[config.mk]
export PLATFORM = sky130hd
export DESIGN_NAME = imem_loader_flat
export DESIGN_NICKNAME = d
export VERILOG_FILES = /design/src/rtl/imem_loader_if.sv /design/src/rtl/imem_loader.sv /design/src/flat_wrapper.sv
export SDC_FILE = /design/constraint.sdc
export NUM_CORES = 1
export LEC_CHECK = 0
export CORE_ASPECT_RATIO = 1.5
export CORE_MARGIN = 4
export CORE_UTILIZATION = 54
export CTS_BUF_LIST = sky130_fd_sc_hd__clkbuf_16
export CTS_CLUSTER_SIZE = 30
export DETAILED_ROUTE_END_ITERATION = 8
export GPL_TIMING_DRIVEN = 1
export PLACE_DENSITY = 0.84
export SLEW_MARGIN = 10
export SYNTH_ARGS = -nofsm -noshare
export SYNTH_HDL_FRONTEND = slang
export SYNTH_SLANG_ARGS = --single-unit
[constraint.sdc]
create_clock -name clk -period 3.25 [get_ports clk]
set_input_delay 0.975 -clock clk [delete_from_list [all_inputs] [get_ports clk]]
set_output_delay 0.975 -clock clk [all_outputs]
set_load 0.02 [all_outputs]
[src/rtl/imem_loader_if.sv]
// imem_loader_if: byte-stream input and instruction-memory write bus of the loader
interface imem_loader_if #(
    parameter int ADDR_WIDTH = 32
);
    logic                  start;
    logic                  byteValid;
    logic [7:0]            byteData;
    logic                  byteReady;
    logic                  memWe;
    logic [ADDR_WIDTH-1:0] memAddr;
    logic [31:0]           memWData;
    logic                  busy;
    logic                  done;
    logic                  err;

    modport master (
        output start, byteValid, byteData,
        input  byteReady, memWe, memAddr, memWData, busy, done, err
    );

    modport slave (
        input  start, byteValid, byteData,
        output byteReady, memWe, memAddr, memWData, busy, done, err
    );
endinterface

[src/rtl/imem_loader.sv]
// imem_loader: loads a length-prefixed little-endian word image into instruction memory; IMEM_LOADER_CHECKSUM_EN adds a trailing XOR checksum byte
module imem_loader #(
    parameter int ADDR_WIDTH = 32,
    parameter int MEM_WIDTH  = 10
) (
    input logic           clk,
    input logic           rst,
    imem_loader_if.slave  bus_io
);
`ifdef IMEM_LOADER_CHECKSUM_EN
    typedef enum logic [2:0] {IDLE, LEN0, LEN1, DATA, CHK, DONE} state_t;
    localparam state_t FIN = CHK;
`else
    typedef enum logic [2:0] {IDLE, LEN0, LEN1, DATA, DONE} state_t;
    localparam state_t FIN = DONE;
`endif

    // Number of words that fit in memory; words past this are swallowed
    localparam logic [16:0] CAP = 17'(1) << MEM_WIDTH;

    state_t                state_q, state_d;
    logic [7:0]            nlo_q, nlo_d;
    logic [15:0]           n_q, n_d;
    logic [15:0]           wcnt_q, wcnt_d;
    logic [1:0]            bcnt_q, bcnt_d;
    logic [23:0]           asm_q, asm_d;
    logic                  we_q, we_d;
    logic [ADDR_WIDTH-1:0] addr_q, addr_d;
    logic [31:0]           wdata_q, wdata_d;
    logic                  err_q, err_d;
`ifdef IMEM_LOADER_CHECKSUM_EN
    logic [7:0]            chk_q, chk_d;
`endif
    logic                  busy;
    logic                  acc;
    logic [15:0]           n_new;
    logic [31:0]           word;

    assign busy      = (state_q != IDLE) && (state_q != DONE);
    assign acc       = bus_io.byteValid && busy;
    assign n_new     = {bus_io.byteData, nlo_q};
    assign word      = {bus_io.byteData, asm_q};

    assign bus_io.byteReady = busy;
    assign bus_io.busy      = busy;
    assign bus_io.done      = (state_q == DONE);
    assign bus_io.err       = err_q;
    assign bus_io.memWe     = we_q;
    assign bus_io.memAddr   = addr_q;
    assign bus_io.memWData  = wdata_q;

    // Next-state logic: header capture, word assembly, write strobe and completion
    always_comb begin
        state_d = state_q;
        nlo_d   = nlo_q;
        n_d     = n_q;
        wcnt_d  = wcnt_q;
        bcnt_d  = bcnt_q;
        asm_d   = asm_q;
        we_d    = 1'b0;
        addr_d  = addr_q;
        wdata_d = wdata_q;
        err_d   = err_q;
`ifdef IMEM_LOADER_CHECKSUM_EN
        chk_d   = chk_q;
`endif
        case (state_q)
            IDLE, DONE: begin
                if (bus_io.start) begin
                    state_d = LEN0;
                    wcnt_d  = '0;
                    bcnt_d  = '0;
                    err_d   = 1'b0;
`ifdef IMEM_LOADER_CHECKSUM_EN
                    chk_d   = '0;
`endif
                end
            end
            LEN0: begin
                if (acc) begin
                    nlo_d   = bus_io.byteData;
                    state_d = LEN1;
                end
            end
            LEN1: begin
                if (acc) begin
                    n_d     = n_new;
                    err_d   = ({1'b0, n_new} > CAP);
                    state_d = (n_new == 16'd0) ? FIN : DATA;
                end
            end
            DATA: begin
                if (acc) begin
                    asm_d  = {bus_io.byteData, asm_q[23:8]};
                    bcnt_d = bcnt_q + 2'd1;
`ifdef IMEM_LOADER_CHECKSUM_EN
                    chk_d  = chk_q ^ bus_io.byteData;
`endif
                    if (bcnt_q == 2'd3) begin
                        // Only in-range words reach memory; the rest are consumed silently
                        if ({1'b0, wcnt_q} < CAP) begin
                            we_d    = 1'b1;
                            wdata_d = word;
                            addr_d  = ADDR_WIDTH'({wcnt_q, 2'b00});
                        end
                        wcnt_d  = wcnt_q + 16'd1;
                        state_d = (wcnt_q == n_q - 16'd1) ? FIN : DATA;
                    end
                end
            end
`ifdef IMEM_LOADER_CHECKSUM_EN
            CHK: begin
                if (acc) begin
                    err_d   = err_q | (bus_io.byteData != chk_q);
                    state_d = DONE;
                end
            end
`endif
            default: state_d = IDLE;
        endcase
    end

    // State and datapath registers with asynchronous active-low reset
    always_ff @(posedge clk or negedge rst) begin
        if (!rst) begin
            state_q <= IDLE;
            nlo_q   <= '0;
            n_q     <= '0;
            wcnt_q  <= '0;
            bcnt_q  <= '0;
            asm_q   <= '0;
            we_q    <= 1'b0;
            addr_q  <= '0;
            wdata_q <= '0;
            err_q   <= 1'b0;
`ifdef IMEM_LOADER_CHECKSUM_EN
            chk_q   <= '0;
`endif
        end else begin
            state_q <= state_d;
            nlo_q   <= nlo_d;
            n_q     <= n_d;
            wcnt_q  <= wcnt_d;
            bcnt_q  <= bcnt_d;
            asm_q   <= asm_d;
            we_q    <= we_d;
            addr_q  <= addr_d;
            wdata_q <= wdata_d;
            err_q   <= err_d;
`ifdef IMEM_LOADER_CHECKSUM_EN
            chk_q   <= chk_d;
`endif
        end
    end
endmodule

[src/flat_wrapper.sv]
// flat-port wrapper written by rule: the top's interface ports become plain ports
module imem_loader_flat 
#(
    parameter int ADDR_WIDTH = 32,
    parameter int MEM_WIDTH  = 10
)
  (clk, rst, bus_io_start, bus_io_byteValid, bus_io_byteData, bus_io_byteReady, bus_io_memWe, bus_io_memAddr, bus_io_memWData, bus_io_busy, bus_io_done, bus_io_err);
  imem_loader_if #(.ADDR_WIDTH(ADDR_WIDTH)) bus_io_i ();
  input logic clk;
  input logic rst;
  input wire logic [$bits(bus_io_i.start)-1:0] bus_io_start;
  input wire logic [$bits(bus_io_i.byteValid)-1:0] bus_io_byteValid;
  input wire logic [$bits(bus_io_i.byteData)-1:0] bus_io_byteData;
  output wire logic [$bits(bus_io_i.byteReady)-1:0] bus_io_byteReady;
  output wire logic [$bits(bus_io_i.memWe)-1:0] bus_io_memWe;
  output wire logic [$bits(bus_io_i.memAddr)-1:0] bus_io_memAddr;
  output wire logic [$bits(bus_io_i.memWData)-1:0] bus_io_memWData;
  output wire logic [$bits(bus_io_i.busy)-1:0] bus_io_busy;
  output wire logic [$bits(bus_io_i.done)-1:0] bus_io_done;
  output wire logic [$bits(bus_io_i.err)-1:0] bus_io_err;
  assign bus_io_i.start = bus_io_start;
  assign bus_io_i.byteValid = bus_io_byteValid;
  assign bus_io_i.byteData = bus_io_byteData;
  assign bus_io_byteReady = bus_io_i.byteReady;
  assign bus_io_memWe = bus_io_i.memWe;
  assign bus_io_memAddr = bus_io_i.memAddr;
  assign bus_io_memWData = bus_io_i.memWData;
  assign bus_io_busy = bus_io_i.busy;
  assign bus_io_done = bus_io_i.done;
  assign bus_io_err = bus_io_i.err;
  imem_loader #(.ADDR_WIDTH(ADDR_WIDTH), .MEM_WIDTH(MEM_WIDTH)) u_core (.clk(clk), .rst(rst), .bus_io(bus_io_i));
endmodule
After elaboration in Yosys (flattened, before gate mapping)
Index checks and enable logic that the tools add are counted.
{"block": "op_classes", "addsub": 3, "reduce_logical": 16, "n_eq_ne": 12, "n_lt_le_gt_ge": 2, "muxes": 22}
{"cell": "$mux 16", "n": 3}
{"cell": "$pmux 16 s2", "n": 1}
{"cell": "$mux 3", "n": 7}
{"cell": "$add 16x1->16 const B", "n": 1}
{"cell": "$eq 16x16->1", "n": 1}
{"cell": "$gt 16x11->1 const B", "n": 1}
{"cell": "$logic_not 16->1", "n": 1}
{"cell": "$lt 16x11->1 const B", "n": 1}
{"cell": "$sub 16x1->16 const B", "n": 1}
{"cell": "$pmux 3 s4", "n": 1}
{"cell": "$ne 2x1->1 const B", "n": 4}
{"cell": "$reduce_and 4->1", "n": 2}
{"cell": "$eq 3x2->1 const B", "n": 2}
{"cell": "$mux 1", "n": 6}
{"cell": "$reduce_and 2->1", "n": 3}
{"cell": "$reduce_and 3->1", "n": 2}
{"cell": "$reduce_and 5->1", "n": 1}
{"cell": "$mux 2", "n": 2}
{"cell": "$pmux 2 s2", "n": 1}
{"cell": "$reduce_bool 2->1", "n": 2}
{"cell": "$eq 3x1->1 const B", "n": 1}
{"cell": "$eq 3x3->1 const B", "n": 1}
{"cell": "$logic_not 3->1", "n": 1}
{"cell": "$ne 3x3->1 const B", "n": 1}
{"cell": "7 further kinds", "n": 8}
{"block": "totals", "out_inout_bits": 69, "regBits": 119, "word_cells": 65, "input_bits": 12}

Logic depth before layout (Yosys ltp)
{"block": "logic_depth", "word_depth": 6, "depth_mapped": 9, "ltp_nobuf": 8}

Worst setup path before layout
OpenSTA, ideal clock, no wires.
{"block": "synth_path", "path_type": "input to register", "startpoint": "in bus_io_start", "endpoint": "reg u_core.wcnt_q[13]", "required_ns": 3.118, "n_path_buf": 0, "arrival_time_ns": 2.398, "path_stages": 6, "setup_ns": 0.132, "slack_ns": 0.721, "cell_sequence": "nor3b_1 > a21oi_1 > nor4_1 > nand3_1 > xor2_1 > nor2_1"}
{"block": "synth_between", "elab_chain_len": 2}
{"item": "start, declared", "line_no": "flat_wrapper.sv:11", "rtl": "input wire logic [$bits(bus_io_i.start)-1:0] bus_io_start;"}
{"item": "$ne 2x2->1 (no source line)"}
{"item": "$reduce_and 4->1 (no source line)"}
{"item": "end signal, assigned", "line_no": "imem_loader.sv:143", "rtl": "wcnt_q <= wcnt_d;"}
{"item": "end, declared", "line_no": "imem_loader.sv:24", "rtl": "logic [15:0] wcnt_q, wcnt_d;"}
No other way between the ends.
A chain may end at the register's enable or synchronous reset.

Worst setup path in the final report
{"block": "layout_path", "startpoint": "reg u_core.state_q[1]", "endpoint": "out bus_io_busy"}
{"block": "layout_between", "elab_chain_len": 2, "word_cells_on_any_way": 3, "cone_classes": "eq/ne: 1; reduce/logical: 2"}
{"item": "start, declared", "line_no": "imem_loader.sv:21", "rtl": "state_t state_q, state_d;"}
{"item": "start signal, assigned", "line_no": "imem_loader.sv:140", "rtl": "state_q <= state_d;"}
{"item": "$ne 3x3->1 or $reduce_bool 3->1 (tied branches)", "line_no": "imem_loader.sv:39", "rtl": "assign busy = (state_q != IDLE) && (state_q != DONE);"}
{"item": "$logic_and 1x1->1 (*)", "line_no": "imem_loader.sv:39"}
{"item": "end, declared", "line_no": "flat_wrapper.sv:18", "rtl": "output wire logic [$bits(bus_io_i.busy)-1:0] bus_io_busy;"}
Mark *: on every way between the ends. The rest lies on a longest branch, timed or not.

==> results.md <==
- Area leader, netlist: dfrtp_1
- Compound-Gate Fraction of Synth Area: 4.08%
- Resize count post-CTS: 0
- Worst Setup Slack, final: just over 300 ps
- Pre-CTS setup slack: 306 ps
- Layout fillers: about 660
- Fin crit period: 2950 ps
- Post-Synth Adder-Cell Area: less than 1%
- Peak supply drop: ~0.7 mV
- CTS buffer count: 17
- Rows: 44
- Leakage: between 3 and 4 nW
- Core area: 0.00969 sq mm
- Area Overhead vs Synth: 26.6%
- Crit share post-route: between 90% and 100%
- Worst r2r dst: u_core.state_q[0]$_DFFE_PN0P_
- Class of the worst hold path: reg2reg
- Hold_sp: u_core.bus_io.memAddr[15]$_DFFE_PN0P_
- Drt wl/cell: between 15 and 20 um
- CTS tree: yes
- Worst-path fanout max: 13
- Top Ports: 81
- Distinct cells, synth: 45
- Via count: between 3,000 and 4,000
- Top-area cell type share of the netlist area: 55.4%
- Total power: about 6.7 mW
- Pre-Repair DR Iteration Count: 5
- Status: finished clean
- Switching power: approximately 2.2 mW
- Slew headroom: between 40% and 50%
- Final hold vios: 0
- Layout cells sized above 1: 20.4%
- Top_reg_cell synth: dfrtp_1
- CP Class: reg2out
- GRT Overall Usage: between 20% and 30%
- Arrival time at the worst endpoint: 1970 ps
- Syn Area/Cell: between 10 and 15 sq um
- Slew Limit Fails: 0
- RR Startpoint: u_core.n_q[0]$_DFFE_PN0P_
- Unrepaired setup endpoints after global routing: no
- First-pass GRT wire length: 20,500 um
- Critical Path RT: 2270 ps
- Vias per inst: ~5.8
- Min Hold Slack: roughly 490 ps
- Clock power share: between 30 and 40%
- Clock latency at the later pin of the worst-skew pair: 410 ps
- # DRC: 0
- PD cells: 988 mW/mm^2
- Worst setup EP type: primary output
- EDFF count, synth: 0
- Total gr overflow: 0
- Synthesized flop and latch total: 119
- Worst R2R Path Depth: 8
- N_diodes: 0
- Sink Count: between 100 and 150
- Hold path depth: 1
- Port bufs: 64
- Sequential Power Share: 36.6%
- CTS Buffer Depth: 2
- Setup Fix Bufs, Post-CTS: 0
- Antenna violations before repair: 0
- Max_cap viols: 0
- WHS Endpoint: u_core.bus_io.memAddr[15]$_DFFE_PN0P_
- # setup viols final: 0
- Top post-synthesis cells by area: dfrtp_1 (55%), mux2_2 (13%), nand2_1 (6.4%)
- Die X: approximately 89 um
- Routed Antenna Nets: 0
- Cells after synthesis: between 400 and 500
- XOR/XNOR Fraction of Synth Area: under 10%
- Post-synthesis sequential area ratio: a little under three fifths
- Final WL: approximately 12,000 um
- Vias in the first global route: 4,077
- Non-filler cells, final: about 700
- Async SR Flop Fraction: 100%
- YS warnings: 0
- Startpoint types: register
- Combinational power share: between 30 and 40%
- Pin count of the biggest net entering global routing: slightly above 50
- Synth Area in Simple Gates: between 10% and 20%
- Detailed placement HPWL: between 8000 and 9000 um
- Area post-placement: slightly above 0.006 sq mm
- Die Ht: 130 um
- Switching Share: around a third
- Final Instance Area: around 0.0068 sq mm
- Total placed cells including tap cells: about 660
- Final clock skew: a little under 7 ps
- Worst R2R Setup Slack: between 400 and 500 ps
- Clock Root Buffer: clkbuf_16
- Pint: about 4.5 mW
- H-tree levels: 4
- Largest family of logic cells by synthesized area: simple AND/OR/NAND/NOR gates
- Final net count: about 580
- Achievable Freq: about 340 MHz
- Hold_buf cts: 0
- Die footprint: between 0.01 and 0.015 sq mm
- DR iter-0 viols: 363
- Final GP Congestion: approximately 0.94
- Worst-Margin Slew: between 700 and 800 ps
- Initial Utilization: between 50% and 60%
- CTS clock-pin slew for the worst setup and hold paths: 60 ps
- Setup TNS: 0 ps
- Final core occ: 70.2%
- Post-Syn Area: between 0.005 and 0.006 sq mm
- Post-synthesis mux area share: 13.2%
worst max-delay path by stage:
stage | start | to | slack [ps]
6_report | u_core.state_q[1]$_DFFE_PN0P_ | bus_io_busy | 300
5_1_grt | u_core.state_q[1]$_DFFE_PN0P_ | bus_io_busy | 200
4_1_cts | u_core.state_q[1]$_DFFE_PN0P_ | bus_io_busy | 310
3_5_place_dp | bus_io_byteData[5] | u_core.state_q[0]$_DFFE_PN0P_ | 310
3_3_place_gp | bus_io_start | u_core.wcnt_q[14]$_DFFE_PN0P_ | 380
2_1_floorplan | bus_io_start | u_core.wcnt_q[13]$_DFFE_PN0P_ | 720
cell usage after synthesis, types with 2 or more instances:
cell      count
nor3b_1       3
nand2_1      91
clkbuf_1     14
mux2_2       62
nor3_1        8
nor4_1       14
o21a_1        2
dfrtp_1     119
buf_1         4
xor2_1       15
and2_1        7
buf_4        17
or3_1         3
nor2b_1       2
xnor2_1      21
nand4_1       5
a31o_2        2
a31oi_1       3
ha_1          3
and3_1        5
or4_4         2
inv_1        10
o21ai_0      12
nor2_1       24
nand3_1      12
a21oi_1       6
cell type report:
| type | instances | area, sq um | area share [%] |
|---|---|---|---|
| Sequential cell | 119 | 2980 | 43.8 |
| Inverter | 10 | 37.5 | 0.552 |
| Multi-Input combinational cell | 335 | 2220 | 32.7 |
| Tap cell | 115 | 144 | 2.12 |
| Clock buffer | 17 | 425 | 6.25 |
| Clock inverter | 15 | 225 | 3.31 |
| Timing Repair Buffer | 78 | 768 | 11.3 |
power groups by stage:
stage / Sequential (mW) / Clock, mW / Combinational [mW]
6_report: 2.46 / 2.05 / 2.21
5_1_grt: 2.54 / 2.13 / 2.40
4_1_cts: 2.46 / 2.07 / 2.22
3_5_place_dp: 2.46 / 0 / 2.18
3_3_place_gp: 2.43 / 0 / 2.10
2_1_floorplan: 2.60 / 0 / 1.19
cells by family (layout without fill, tap and decap cells):
logic type                 after synthesis  count (layout)
and+or+nand+nor                        183             183
AOI/OAI and AO/OA                       34              34
buffers and inverters                   46             120
adders and majority gates                3               3
xor gates and xnor gates                36              36
muxes                                   63              63
other                                    1              16
DFF                                    119             119
sequential cells by signal, indices dropped and copies added (netlist names), 2 cells and up:
| register | count |
|---|---|
| u_core.bcnt_q | 2 |
| u_core.nlo_q | 8 |
| u_core.state_q | 3 |
| u_core.bus_io.memWData | 32 |
| u_core.n_q | 16 |
| u_core.bus_io.memAddr | 16 |
| u_core.asm_q | 24 |
| u_core.wcnt_q | 16 |
placed cells by master, fill, tap and decap left out, types with 7 or more instances in the layout:
master	n
mux2_2	62
nor4_1	13
nor3_1	8
clkbuf_16	17
nand3_1	11
o21ai_0	12
clkdlybuf4s50_1	63
and2_1	7
dfrtp_1	119
inv_1	10
nand2_1	91
conb_1	16
xor2_1	15
xnor2_1	21
nor2_1	24
buf_4	13
worst max-delay path: stages (launching register included):
cell and delay, ps:
dfrtp_1 560, inv_1 200, nand2_1 170, clkdlybuf4s50_1 630
layer usage:
metal  global-route usage [%]  share of wire, %
met2                     37.1                51
met3                     5.69               5.7
met4                     11.4               3.1
met1                     29.6                40
met5                        0                 0
No activity file was read; power rests on OpenSTA's default activity.
